$ cat src/rtl/sys_ctrl.sv
// sys_ctrl: byte-framed command controller between a serial RX/TX pair and
// a small register file.
//   AA <addr> <dlo> <dhi> -> one-cycle register-file write
//   BB <addr>             -> register-file read, result sent as two TX bytes
// Optional build macro SYS_CTRL_ERR_EN: flags unknown command bytes and
// out-of-range address bytes on Cmd_Err and aborts the offending frame.
module sys_ctrl #(
    parameter int WIDTH = 16,
    parameter int ADDR  = 3,
    parameter int FRAME = 8
) (
    input  logic             CLK,
    input  logic             RST,
    input  logic [FRAME-1:0] RX_P_Data,
    input  logic             RX_D_VLD,
    output logic [WIDTH-1:0] WrData,
    output logic [ADDR-1:0]  Address,
    output logic             WrEn,
    output logic             RdEn,
    input  logic [WIDTH-1:0] RdData,
    output logic [FRAME-1:0] TX_P_Data,
    output logic             TX_D_VLD,
    input  logic             TX_Busy,
    output logic             Cmd_Err
);

    typedef enum logic [3:0] {
        IDLE, WR_ADDR, WR_DLO, WR_DHI, WR_EXEC,
        RD_ADDR, RD_EXEC, RD_CAPT, TX_LO, TX_WAIT, TX_HI
    } state_t;

    localparam logic [FRAME-1:0] CMD_WR = FRAME'(8'hAA);
    localparam logic [FRAME-1:0] CMD_RD = FRAME'(8'hBB);

    state_t           state, nextState;
    logic [ADDR-1:0]  addrReg;
    logic [WIDTH-1:0] wrData;
    logic [WIDTH-1:0] hold;
    logic [FRAME-1:0] txData;   // last byte handed to the transmitter
    logic [FRAME-1:0] txByte;
    logic             sawBusy;  // TX_Busy observed high while in TX_WAIT
    logic             loadAddr, loadLo, loadHi;

`ifdef SYS_CTRL_ERR_EN
    logic errSet, errPulse;
    logic addrHigh;
    assign addrHigh = |RX_P_Data[FRAME-1:ADDR];
`endif

    // State register; reset drops any partial frame.
    always_ff @(posedge CLK or negedge RST) begin
        if (!RST) state <= IDLE;
        else      state <= nextState;
    end

    // Next-state decode and strobe outputs.
    always_comb begin
        nextState = state;
        WrEn      = 1'b0;
        RdEn      = 1'b0;
        TX_D_VLD  = 1'b0;
        txByte    = txData;
        loadAddr  = 1'b0;
        loadLo    = 1'b0;
        loadHi    = 1'b0;
`ifdef SYS_CTRL_ERR_EN
        errSet    = 1'b0;
`endif
        case (state)
            IDLE: if (RX_D_VLD) begin
                if (RX_P_Data == CMD_WR)      nextState = WR_ADDR;
                else if (RX_P_Data == CMD_RD) nextState = RD_ADDR;
`ifdef SYS_CTRL_ERR_EN
                else                          errSet = 1'b1;
`endif
            end
            WR_ADDR, RD_ADDR: if (RX_D_VLD) begin
`ifdef SYS_CTRL_ERR_EN
                if (addrHigh) begin
                    errSet    = 1'b1;
                    nextState = IDLE;
                end else
`endif
                begin
                    loadAddr  = 1'b1;
                    nextState = (state == WR_ADDR) ? WR_DLO : RD_EXEC;
                end
            end
            WR_DLO: if (RX_D_VLD) begin
                loadLo    = 1'b1;
                nextState = WR_DHI;
            end
            WR_DHI: if (RX_D_VLD) begin
                loadHi    = 1'b1;
                nextState = WR_EXEC;
            end
            WR_EXEC: begin
                WrEn      = 1'b1;
                nextState = IDLE;
            end
            RD_EXEC: begin
                RdEn      = 1'b1;
                nextState = RD_CAPT;
            end
            RD_CAPT: nextState = TX_LO;
            TX_LO: if (!TX_Busy) begin
                TX_D_VLD  = 1'b1;
                txByte    = hold[FRAME-1:0];
                nextState = TX_WAIT;
            end
            TX_WAIT: if (sawBusy && !TX_Busy) nextState = TX_HI;
            TX_HI: begin
                TX_D_VLD  = 1'b1;
                txByte    = FRAME'(hold >> FRAME);
                nextState = IDLE;
            end
            default: nextState = IDLE;
        endcase
    end

    // Frame datapath: address/data capture, read hold, TX byte memory.
    always_ff @(posedge CLK or negedge RST) begin
        if (!RST) begin
            addrReg <= '0;
            wrData  <= '0;
            hold    <= '0;
            txData  <= '0;
            sawBusy <= 1'b0;
        end else begin
            if (loadAddr) addrReg <= RX_P_Data[ADDR-1:0];
            if (loadLo)   wrData[FRAME-1:0] <= RX_P_Data;
            if (loadHi)   wrData[WIDTH-1:FRAME] <= RX_P_Data[WIDTH-FRAME-1:0];
            if (state == RD_CAPT) hold <= RdData;
            if (TX_D_VLD) txData <= txByte;
            sawBusy <= (state == TX_WAIT) ? (sawBusy | TX_Busy) : 1'b0;
        end
    end

`ifdef SYS_CTRL_ERR_EN
    // Registered one-cycle error pulse.
    always_ff @(posedge CLK or negedge RST) begin
        if (!RST) errPulse <= 1'b0;
        else      errPulse <= errSet;
    end
    assign Cmd_Err = errPulse;
`else
    assign Cmd_Err = 1'b0;
`endif

    assign Address   = addrReg;
    assign WrData    = wrData;
    assign TX_P_Data = txByte;

endmodule

$ cat config.mk
export PLATFORM = sky130hd
export DESIGN_NAME = sys_ctrl
export DESIGN_NICKNAME = d
export VERILOG_FILES = /design/src/rtl/sys_ctrl.sv
export SDC_FILE = /design/constraint.sdc
export NUM_CORES = 1
export LEC_CHECK = 0
export CORE_MARGIN = 1.5
export CORE_UTILIZATION = 48
export DETAILED_ROUTE_END_ITERATION = 8
export PLACE_DENSITY = 0.79
export SKIP_LAST_GASP = 1
export SLEW_MARGIN = 5
export SYNTH_ARGS = -nofsm -noshare
export SYNTH_HDL_FRONTEND = slang
export SYNTH_SLANG_ARGS = --single-unit
$ cat constraint.sdc
create_clock -name CLK -period 1.7 [get_ports CLK]
set_input_delay 0.17 -clock CLK [delete_from_list [all_inputs] [get_ports CLK]]
set_output_delay 0.17 -clock CLK [all_outputs]
set_load 0.05 [all_outputs]
==> metrics.md, run 1 <==
| Metric | Value |
|---|---|
| Routed WL | `4710 um` |
| Fill cell count | `300` |
| Fin. max-slew vios | `0` |
| Placed insts | `287` |
| Top cells by area, synth | `dfrtp_1, mux2_2, mux2_4` |
| Post-synth EDFFs | `0` |
| Mux share of post-synthesis cell area | `19.7%` |
| Measured slew at the worst slew-check pin | `0.511 ns` |
| Post-Syn Area | `2220 um2` |
| Fin Setup TNS | `-0.890 ns` |
| # nets final | `275` |
| Avg Cell Area, Syn | `13.0 um2` |
| H-tree Lvls | `2` |
| Cell count after synthesis | `171` |
| CTS clk-pin slew, worst paths | `0.09 ns` |
| 1st-iter DRT viols | `141` |
| CP Launch Type | `register` |
| Largest net degree at the start of global routing | `29` |
| Period utilization | `108%` |
| Worst clock skew | `0.00343 ns` |
| Fraction of layout cells with a size suffix above 1 | `42.3%` |
| Static leakage | `0.00142 uW` |
| Final Non-Filler Cells | `300` |
| ANT cells | `0` |
| First-pass DRT Iterations | `4` |
| Core area | `4410 um2` |
| Dpl hpwl | `3360 um` |
| Post-route setup slack | `-0.133 ns` |
| DR DRC count | `0` |
| FFs w/ async S/R, synth | `100%` |
| Port Buffers | `57` |
| Worst Path Required | `1.53 ns` |
| Tot GR Track Use | `20.5%` |
| Minimum clock period | `1.83 ns` |
| Compound-Gate Fraction of Synth Area | `8.23%` |
| CP endpoint kind | `primary output` |
| Status | `complete, but fails checks` |
| Kind of cell adding the most delay to the critical path | `simple AND/OR/NAND/NOR gates` |
| CTS tree | `built` |
| Sequential area share after synthesis | `54.1%` |
| Leading area contributor after synthesis | `dfrtp_1` |
| Setup Crit Path Kind | `register to primary output` |
| Max Cap Viol | `0` |
| Clk sinks | `48` |
| YS warnings | `0` |
| Crit path buffers/inverters | `3` |
| Initial Utilization | `50.3%` |
| Crit-path max FO | `8` |
| Hold Path Class | `input port to asynchronous set/reset pin` |
| Root buffer cell | `clkbuf_8` |
| Worst VDD drop | `0.00165 V` |
| Top cell type's share of synthesized area | `54.1%` |
| Vias | `1598` |
| Adder-cell area share of the yosys netlist | `0%` |
| DIE HEIGHT | `71.0 um` |
| Yosys reg bits | `48` |
| Die area | `5040 um2` |
| Core Rows | `24` |
| Violated checks | `setup timing` |
| Crit path largest cell delay | `0.39 ns` |
| RSZ-0062 raised after global routing | `true` |
| Slew headroom | `65.8%` |
| Clk_lat worst skew | `0.30 ns` |
| Post-route cell area | `3230 um2` |
| GRT Residual Overflow | `0` |
| Routed Antenna Nets | `0` |
| Dpl cell area | `3060 um2` |
| Main combinational cell family by area after synthesis | `multiplexers` |
| CP dominant cell by count | `buf_12` |
| Critical-path top delay cell | `dfrtp_1` |
| DR vias/cell | `5.33` |
| Clk buf depth | `2` |
| Number of global-route vias before repair | `1679` |
| Syn Nets | `199` |
| Simple-Gate Fraction of Synth Area | `13.3%` |
| Synth cell types | `36` |
| Ys flop type | `dfrtp_1` |
| Worst hold slack | `0.350 ns` |
| Crit path arrival time | `1.66 ns` |
| Crit path cell chain | `nand2b_4 > buf_6 > nor4_4 > buf_12 > a22oi_2 > nand2_2 > buf_12` |
| Wirelength per Cell | `15.7 um` |
| Placer Congestion | `0.786` |
| IO Pins | `59` |
| Area growth syn-to-layout | `45.4%` |
| Final setup vio count | `8` |
| FMAX | `546 MHz` |
| XOR/XNOR Fraction of Synth Area | `0.395%` |
| Cts bufs inserted | `5` |
| Die width | `71.0 um` |
| Power Dens Cells | `2160 nW/um2` |
| Initial antenna violation count | `0` |
| First-pass GRT wire length | `7990 um` |
| Place WS | `-0.0468 ns` |
| Final hold vios | `0` |
## final cells by class
type | count | area (um2) | share of cell area (%)
Clock buffer | 5 | 68.8 | 2.13
Clock inverter | 3 | 42.5 | 1.32
Inverter | 3 | 11.3 | 0.349
Multi-Input combinational cell | 111 | 962 | 29.8
Sequential cell | 48 | 1200 | 37.3
Tap cell | 52 | 65.1 | 2.02
Timing Repair Buffer | 78 | 872 | 27.0
## report_power, final
group	total, uW	internal, uW	switching (uW)
combinational	4070	1850	2220
sequential	2070	1710	355
clock	821	435	386
## cell usage in the layout, fill, tap and decap left out, drive strengths merged, types with 2 or more instances in the layout
| cell | count |
|---|---|
| dfrtp | 48 |
| clkdlybuf4s50 | 43 |
| mux2 | 35 |
| buf | 34 |
| nand2 | 26 |
| a22oi | 8 |
| nor2 | 7 |
| clkbuf | 5 |
| nor3 | 4 |
| nand2b | 4 |
| o21ai | 3 |
| a21oi | 3 |
| inv | 3 |
| nand4bb | 2 |
| o31ai | 2 |
| nor3b | 2 |
| a211o | 2 |
| nand3 | 2 |
## routing by layer
metal	global-route usage (%)	share of wire [%]	vias up
li1	-	-	750
met4	6.50	1.8	0
met1	27.6	45	799
met2	32.5	49	39
met3	5.70	4.0	10
met5	0	0	-
## registers in the layout (all words and copies together) (netlist names)
register and count:
Address 3, state 4, txData 8, WrData 16, sawBusy 1, hold 16
## stage by stage
stage               power [uW]  util [%]
global placement          6010      69.3
global route              7280      73.1
CTS                       7000      73.1
detailed placement        6090      69.3
floorplan                 4600         -
finish                    6960      73.1
## logic make-up (layout without fill, tap and decap cells)
group | after synthesis | in the layout
AND/OR/NAND/NOR | 52 | 52
AO/OA/AOI/OAI | 21 | 21
XOR/XNOR | 1 | 1
buffers and inverters | 12 | 89
multiplexers | 36 | 36
flip-flops | 48 | 48
other | 1 | 1
## path summary, 6_finish.rpt
check                      startpoint            to  slack [ns]  cells after the start
max                          state[2]  TX_P_Data[1]       -0.13                      7
min                               RST     WrData[3]        0.35                      2
max reg2reg                  state[0]     WrData[2]        0.07                      5
min reg2reg                 txData[6]     txData[6]        0.51                      2
max in group asynchronous         RST      hold[12]        0.84                      3
min in group CLK            RdData[8]       hold[8]        0.48                      2
## what timing repair did
item | 4_1_cts | 5_1_grt
endpoints found under the setup margin | 9 | 8
hold endpoints to repair | 20 | 0
hold buffers | 1 | 0
gates resized for setup | 5 | 0
gates cloned | 0 | 0
buffers inserted | 4 | 0
pin swaps | 7 | 5
## synthesized netlist by cell type, types with 3 or more instances
master,count
dfrtp_1,48
mux2_2,26
nand2_1,26
mux2_4,9
a22oi_2,8
nor2_1,5
nor3_1,4
a21oi_1,3
buf_6,3
o21ai_0,3
No activity file was read; power rests on OpenSTA's default activity.
==> run 2, diff against run 1 <==
Clock period 1.7 ns to 2 ns, I/O delays scaled along.
==> run 2 against run 1 <==
The flow now finishes without violations. Die area stayed put. Via count down 5.6%. Clock power decreased by 35%. Clock-buffer cell count stayed put. Total power shrank 20%. Sequential share of layout area grew 2.0 points. Routed wire length down 10%. Sequential power down 15%. Non-clock buffer count fell by 10.
==> metrics.md, run 2 (synthesis results as in run 1) <==
| Metric | Value |
|---|---|
| H-tree Lvls | `2` |
| Cts bufs inserted | `5` |
| DR vias/cell | `5.22` |
| Root buffer cell | `clkbuf_8` |
| Fraction of layout cells with a size suffix above 1 | `35.0%` |
| Power Dens Cells | `1810 nW/um2` |
| Port Buffers | `57` |
| # Post-CTS Setup Buffers | `0` |
| Most frequent cells in the layout | `dfrtp_1, clkdlybuf4s50_1, nand2_1, mux2_2, buf_12` |
| Minimum clock period | `1.91 ns` |
| Placer Congestion | `0.763` |
| Clk buf depth | `2` |
| Static leakage | `0.00134 uW` |
| Kind of cell adding the most delay to the critical path | `compound AO/OA/AOI/OAI gates` |
| 1st-iter DRT viols | `81` |
| Setup Crit Path Kind | `register to primary output` |
| Worst clock skew | `0.00552 ns` |
| Clk sinks | `48` |
| IO Pins | `59` |
| Die area | `5040 um2` |
| Fin Setup TNS | `0 ns` |
| Met2 Resource Use GR | `29.2%` |
| Period utilization | `95.5%` |
| RSZ-0062 raised after global routing | `false` |
| Clk_lat worst skew | `0.29 ns` |
| Worst Path Required | `1.80 ns` |
| Crit path arrival time | `1.71 ns` |
| Wirelength per Cell | `14.6 um` |
| First-pass GRT wire length | `7000 um` |
| CTS clk-pin slew, worst paths | `0.08 ns` |
| # nets final | `265` |
| Slew headroom | `65.4%` |
| Die width | `71.0 um` |
| CTS tree | `built` |
| Largest net degree at the start of global routing | `22` |
| Core Rows | `24` |
| Measured slew at the worst slew-check pin | `0.517 ns` |
| FMAX | `523 MHz` |
| CP Launch Type | `register` |
| Util after Layout | `69.3%` |
| Busiest layer in global routing | `met2` |
| Number of global-route vias before repair | `1494` |
| Core area | `4410 um2` |
| Dpl hpwl | `3150 um` |
| Crit-path max FO | `9` |
| Fill cell count | `329` |
| DIE HEIGHT | `71.0 um` |
| Routed Antenna Nets | `0` |
| GRT Residual Overflow | `0` |
| ANT cells | `0` |
| Initial Utilization | `50.3%` |
| Commonest non-fill, non-tap cell in the layout | `dfrtp_1` |
| CP endpoint kind | `primary output` |
| Crit path cell chain | `nand2b_4 > a211o_4 > a22oi_2 > nand2_1 > buf_12` |
| Critical-path top delay cell | `a211o_4` |
| Final hold vios | `0` |
| Fin. max-slew vios | `0` |
| Worst VDD drop | `0.00114 V` |
| First-pass DRT Iterations | `4` |
| Crit path buffers/inverters | `1` |
| Max Cap Viol | `0` |
| Final setup vio count | `0` |
| Worst hold slack | `0.380 ns` |
| Routed WL | `4220 um` |
| Area growth syn-to-layout | `37.9%` |
| Initial antenna violation count | `0` |
| Met1 usage | `23.6%` |
| Status | `complete, no violations` |
| DR DRC count | `0` |
| Met3 GRT Util | `4.70%` |
| Crit path largest cell delay | `0.39 ns` |
| Hold Path Class | `input port to asynchronous set/reset pin` |
| Tot GR Track Use | `17.9%` |
| Vias | `1508` |
[run 2: cell count changes in the layout (fill, tap and decap cells not counted)]
cell             delta
buf_4               -8
nand2_1             +8
nand2_2             -8
buf_12              -3
clkdlybuf4s50_1     +2
buf_6               -1
bufinv_16           -1
nor3_1              +1
nor3_2              -1
[run 2: layout make-up]
type | count | area [um2] | area share [%]
Clock buffer | 5 | 68.8 | 2.25
Clock inverter | 2 | 12.5 | 0.409
Inverter | 3 | 11.3 | 0.368
Multi-Input combinational cell | 111 | 937 | 30.6
Sequential cell | 48 | 1200 | 39.3
Tap cell | 52 | 65.1 | 2.13
Timing Repair Buffer | 68 | 761 | 24.9
[run 2: worst paths after layout]
check                          endpoint  cells past startpoint  slack, ns      start
hold reg to reg               txData[3]                      2       0.49  txData[3]
setup reg to reg               hold[11]                      5       0.38   state[3]
setup / recovery           TX_P_Data[1]                      5       0.09   state[2]
hold / removal               WrData[13]                      2       0.38        RST
min in group CLK              txData[3]                      2       0.49  txData[3]
max in group asynchronous      state[0]                      3       1.05        RST
[run 2: layer usage]
metal  wire length (um)  share of wire (%)
met5                  0                  0
met2               2150                 51
met4                 61                1.4
met1               1880                 45
met3                132                3.1
[run 2: what timing repair did]
action / in CTS / in global routing
setup endpoints to repair: 8 / 8
hold buffers: 1 / 0
resized for setup: 1 / 3
hold endpoints to repair: 19 / 0
[run 2: power by group]
part | switching, uW | internal (uW)
clock network | 298 | 237
registers | 296 | 1460
logic | 1790 | 1460
[run 2: per-stage QoR]
stage	instance area (um2)	power, uW	cells	setup WS (ns)
after global routing	3060	5820	289	0.0105
final	3060	5540	289	0.0892
after global placement	2960	4980	281	0.173
after floorplan	2220	3860	171	0.172
after detailed placement	2960	5030	281	0.143
after CTS	3050	5580	289	0.0115
==> run 3, diff against run 2 <==
Settings changed: ABC_AREA set to 1, CORE_UTILIZATION 48 to 52, PLACE_DENSITY 0.79 to 0.85.
Clock period 2 ns to 2.2 ns, I/O delays scaled along.
==> run 3 against run 2 <==
Non-clock buffer count is 9 lower. Global-route usage rose by 3.8 points. Final area is 0.37% lower. Clock skew down 0.00095 ns. Die area down 5.8%. Critical path depth increased by 1. First-iteration DRC count up 69%. Total power down 11%. Sequential share of layout area up 0.063 points. Setup slack better by 0.046 ns. Sequential cell count stayed put. Clock power shrank 10%. Critical endpoint unchanged.
==> metrics.md, run 3 <==
| Metric | Value |
|---|---|
| Clock share of power | `9.8%` |
| Placer Congestion | `0.835` |
| Most common cell in the netlist | `nand2_1` |
| Max Cap Viol | `0` |
| Post-route setup slack | `0.135 ns` |
| Logic pwr share | `58.3%` |
| Crit path arrival time | `1.84 ns` |
| Power Dens Cells | `1620 nW/um2` |
| Register-to-register path setup slack | `0.71 ns` |
| 1st-iter DRT viols | `137` |
| Die width | `68.9 um` |
| Fin Setup TNS | `0 ns` |
| Top cells by area, synth | `dfrtp_1, nand2_1, nand3_1` |
| Crit path buffers/inverters | `2` |
| GRT Residual Overflow | `0` |
| # Post-CTS Setup Buffers | `0` |
| First-pass DRT Iterations | `4` |
| Final hold vios | `0` |
| Worst clock skew | `0.00457 ns` |
| Period utilization | `93.9%` |
| Syn Nets | `266` |
| FFs w/ async S/R, synth | `100%` |
| IO Pins | `59` |
| Dpl hpwl | `3690 um` |
| CTS clk-pin slew, worst paths | `0.08 ns` |
| Cts bufs inserted | `5` |
| Minimum clock period | `2.06 ns` |
| Vias | `1822` |
| ANT cells | `0` |
| Final setup vio count | `0` |
| # nets final | `328` |
| Slew headroom | `61.1%` |
| Routed Antenna Nets | `0` |
| Area growth syn-to-layout | `35.0%` |
| Routed WL | `4810 um` |
| DR vias/cell | `5.21` |
| Ys flop type | `dfrtp_1` |
| Post-synth EDFFs | `0` |
| Initial antenna violation count | `0` |
| RSZ-0062 raised after global routing | `false` |
| CP Launch Type | `register` |
| Setup Crit Path Kind | `register to primary output` |
| Die area | `4750 um2` |
| Most frequent cells in the layout | `nand2_1, dfrtp_1, clkdlybuf4s50_1` |
| Measured slew at the worst slew-check pin | `0.584 ns` |
| Worst VDD drop | `0.00113 V` |
| Worst Path Required | `1.98 ns` |
| CP endpoint kind | `primary output` |
| Part of the power in registers | `31.9%` |
| Hold Path Class | `input port to asynchronous set/reset pin` |
| DR DRC count | `0` |
| Number of global-route vias before repair | `1725` |
| Leading area contributor after synthesis | `dfrtp_1` |
| Avg Cell Area, Syn | `9.49 um2` |
| First-pass GRT wire length | `7560 um` |
| YS warnings | `0` |
| Kind of cell adding the most delay to the critical path | `simple AND/OR/NAND/NOR gates` |
| Sequential area share after synthesis | `53.2%` |
| Fin. max-slew vios | `0` |
| FMAX | `484 MHz` |
| DIE HEIGHT | `68.9 um` |
| Status | `complete, no violations` |
| Yosys reg bits | `48` |
| Core Rows | `23` |
| Core area | `4090 um2` |
| Critical-path top delay cell | `dfrtp_1` |
| Crit-path max FO | `10` |
| Fraction of layout cells with a size suffix above 1 | `17.7%` |
| Initial Utilization | `55.3%` |
| Post-synth top cells | `nand2_1, dfrtp_1, nand3_1, o21ai_0, inv_1` |
| Clk_lat worst skew | `0.30 ns` |
| H-tree Lvls | `2` |
| Commonest non-fill, non-tap cell in the layout | `nand2_1` |
| NetSw | `2260 uW` |
| Largest net degree at the start of global routing | `27` |
| Net Sw Frac | `46.0%` |
| Port Buffers | `57` |
| Tot GR Track Use | `21.8%` |
| CTS tree | `built` |
| Crit path cell chain | `nor2_1 > nand3_4 > inv_4 > nand2_1 > nand3_1 > buf_12` |
| Wirelength per Cell | `13.7 um` |
| Static leakage | `0.00146 uW` |
| Cell count after synthesis | `238` |
| Post-Syn Area | `2260 um2` |
| Clk buf depth | `2` |
| Root buffer cell | `clkbuf_8` |
| Clk sinks | `48` |
| Synth cell types | `21` |
| Crit path largest cell delay | `0.48 ns` |
| Internal Pwr Total | `2660 uW` |
| Place WS | `0.400 ns` |
| Top cell type's share of synthesized area | `53.2%` |
-- run 3: changes by cell type in the layout (fill, tap and decap cells not counted), moves of 4 or more --
| cell | change |
|---|---|
| a22oi_2 | -8 |
| buf_4 | -8 |
| inv_1 | +16 |
| mux2_2 | -19 |
| nand2_1 | +37 |
| nand3_1 | +32 |
| nor2_1 | +4 |
| o21ai_0 | +19 |
-- run 3: final timing paths --
check                      startpoint            to  cells after the start
setup reg to reg             state[2]      state[1]                      6
setup / recovery             state[0]  TX_P_Data[1]                      6
min in group CLK           WrData[14]    WrData[14]                      2
hold reg to reg            WrData[14]    WrData[14]                      2
max in group asynchronous         RST    Address[2]                      3
hold / removal                    RST    WrData[11]                      2
-- run 3: power groups by stage --
stage	clock, uW	combinational, uW	sequential [uW]
after CTS	496	2880	1570
after floorplan	0	1340	2060
after detailed placement	0	2880	1580
after global placement	0	2840	1570
final	481	2870	1570
after global routing	527	3050	1610
-- run 3: final cells by class --
class | instances | area, um2
multi-input cells | 163 | 936
inverters | 23 | 90.1
clock buffers | 6 | 72.6
clock inverters | 1 | 5.00
repair buffers | 59 | 681
flip-flops and latches | 48 | 1200
fillers | 296 | 1040
well taps | 50 | 62.6
-- run 3: cell families (layout without fill, tap and decap cells) --
kind of cell,after synthesis,count (layout),synth area share (%)
simple gates,121,121,25.9
other cells,1,1,0.166
mux,16,16,9.47
compound gates,25,25,5.54
buf+inv,27,89,5.71
flops,48,48,53.2
-- run 3: what timing repair did --
action	CTS	global route
setup endpoints to repair	0	8
hold buffers	1	0
resized for setup	0	3
endpoints found under the hold margin	25	0
-- run 3: through the flow --
| step | instances | util (%) | instance area [um2] | power (uW) | hold slack, ns |
|---|---|---|---|---|---|
| global route | 350 | 74.6 | 3050 | 5190 | 0.521 |
| CTS | 350 | 74.3 | 3040 | 4950 | 0.459 |
| floorplan | 238 | - | 2260 | 3400 | -0.0756 |
| finish | 350 | 74.6 | 3050 | 4920 | 0.471 |
| global placement | 342 | 72.2 | 2950 | 4410 | 0.243 |
| detailed placement | 342 | 72.2 | 2950 | 4460 | 0.250 |
-- run 3: routing by layer --
metal | share of wire [%] | up-vias | global-route usage, % | wire length [um]
li1 | - | 896 | - | -
met1 | 44 | 874 | 29.4 | 2120
met2 | 50 | 44 | 35.0 | 2420
met3 | 3.8 | 8 | 4.22 | 183
met4 | 1.8 | 0 | 8.33 | 87
met5 | 0 | - | 0 | 0
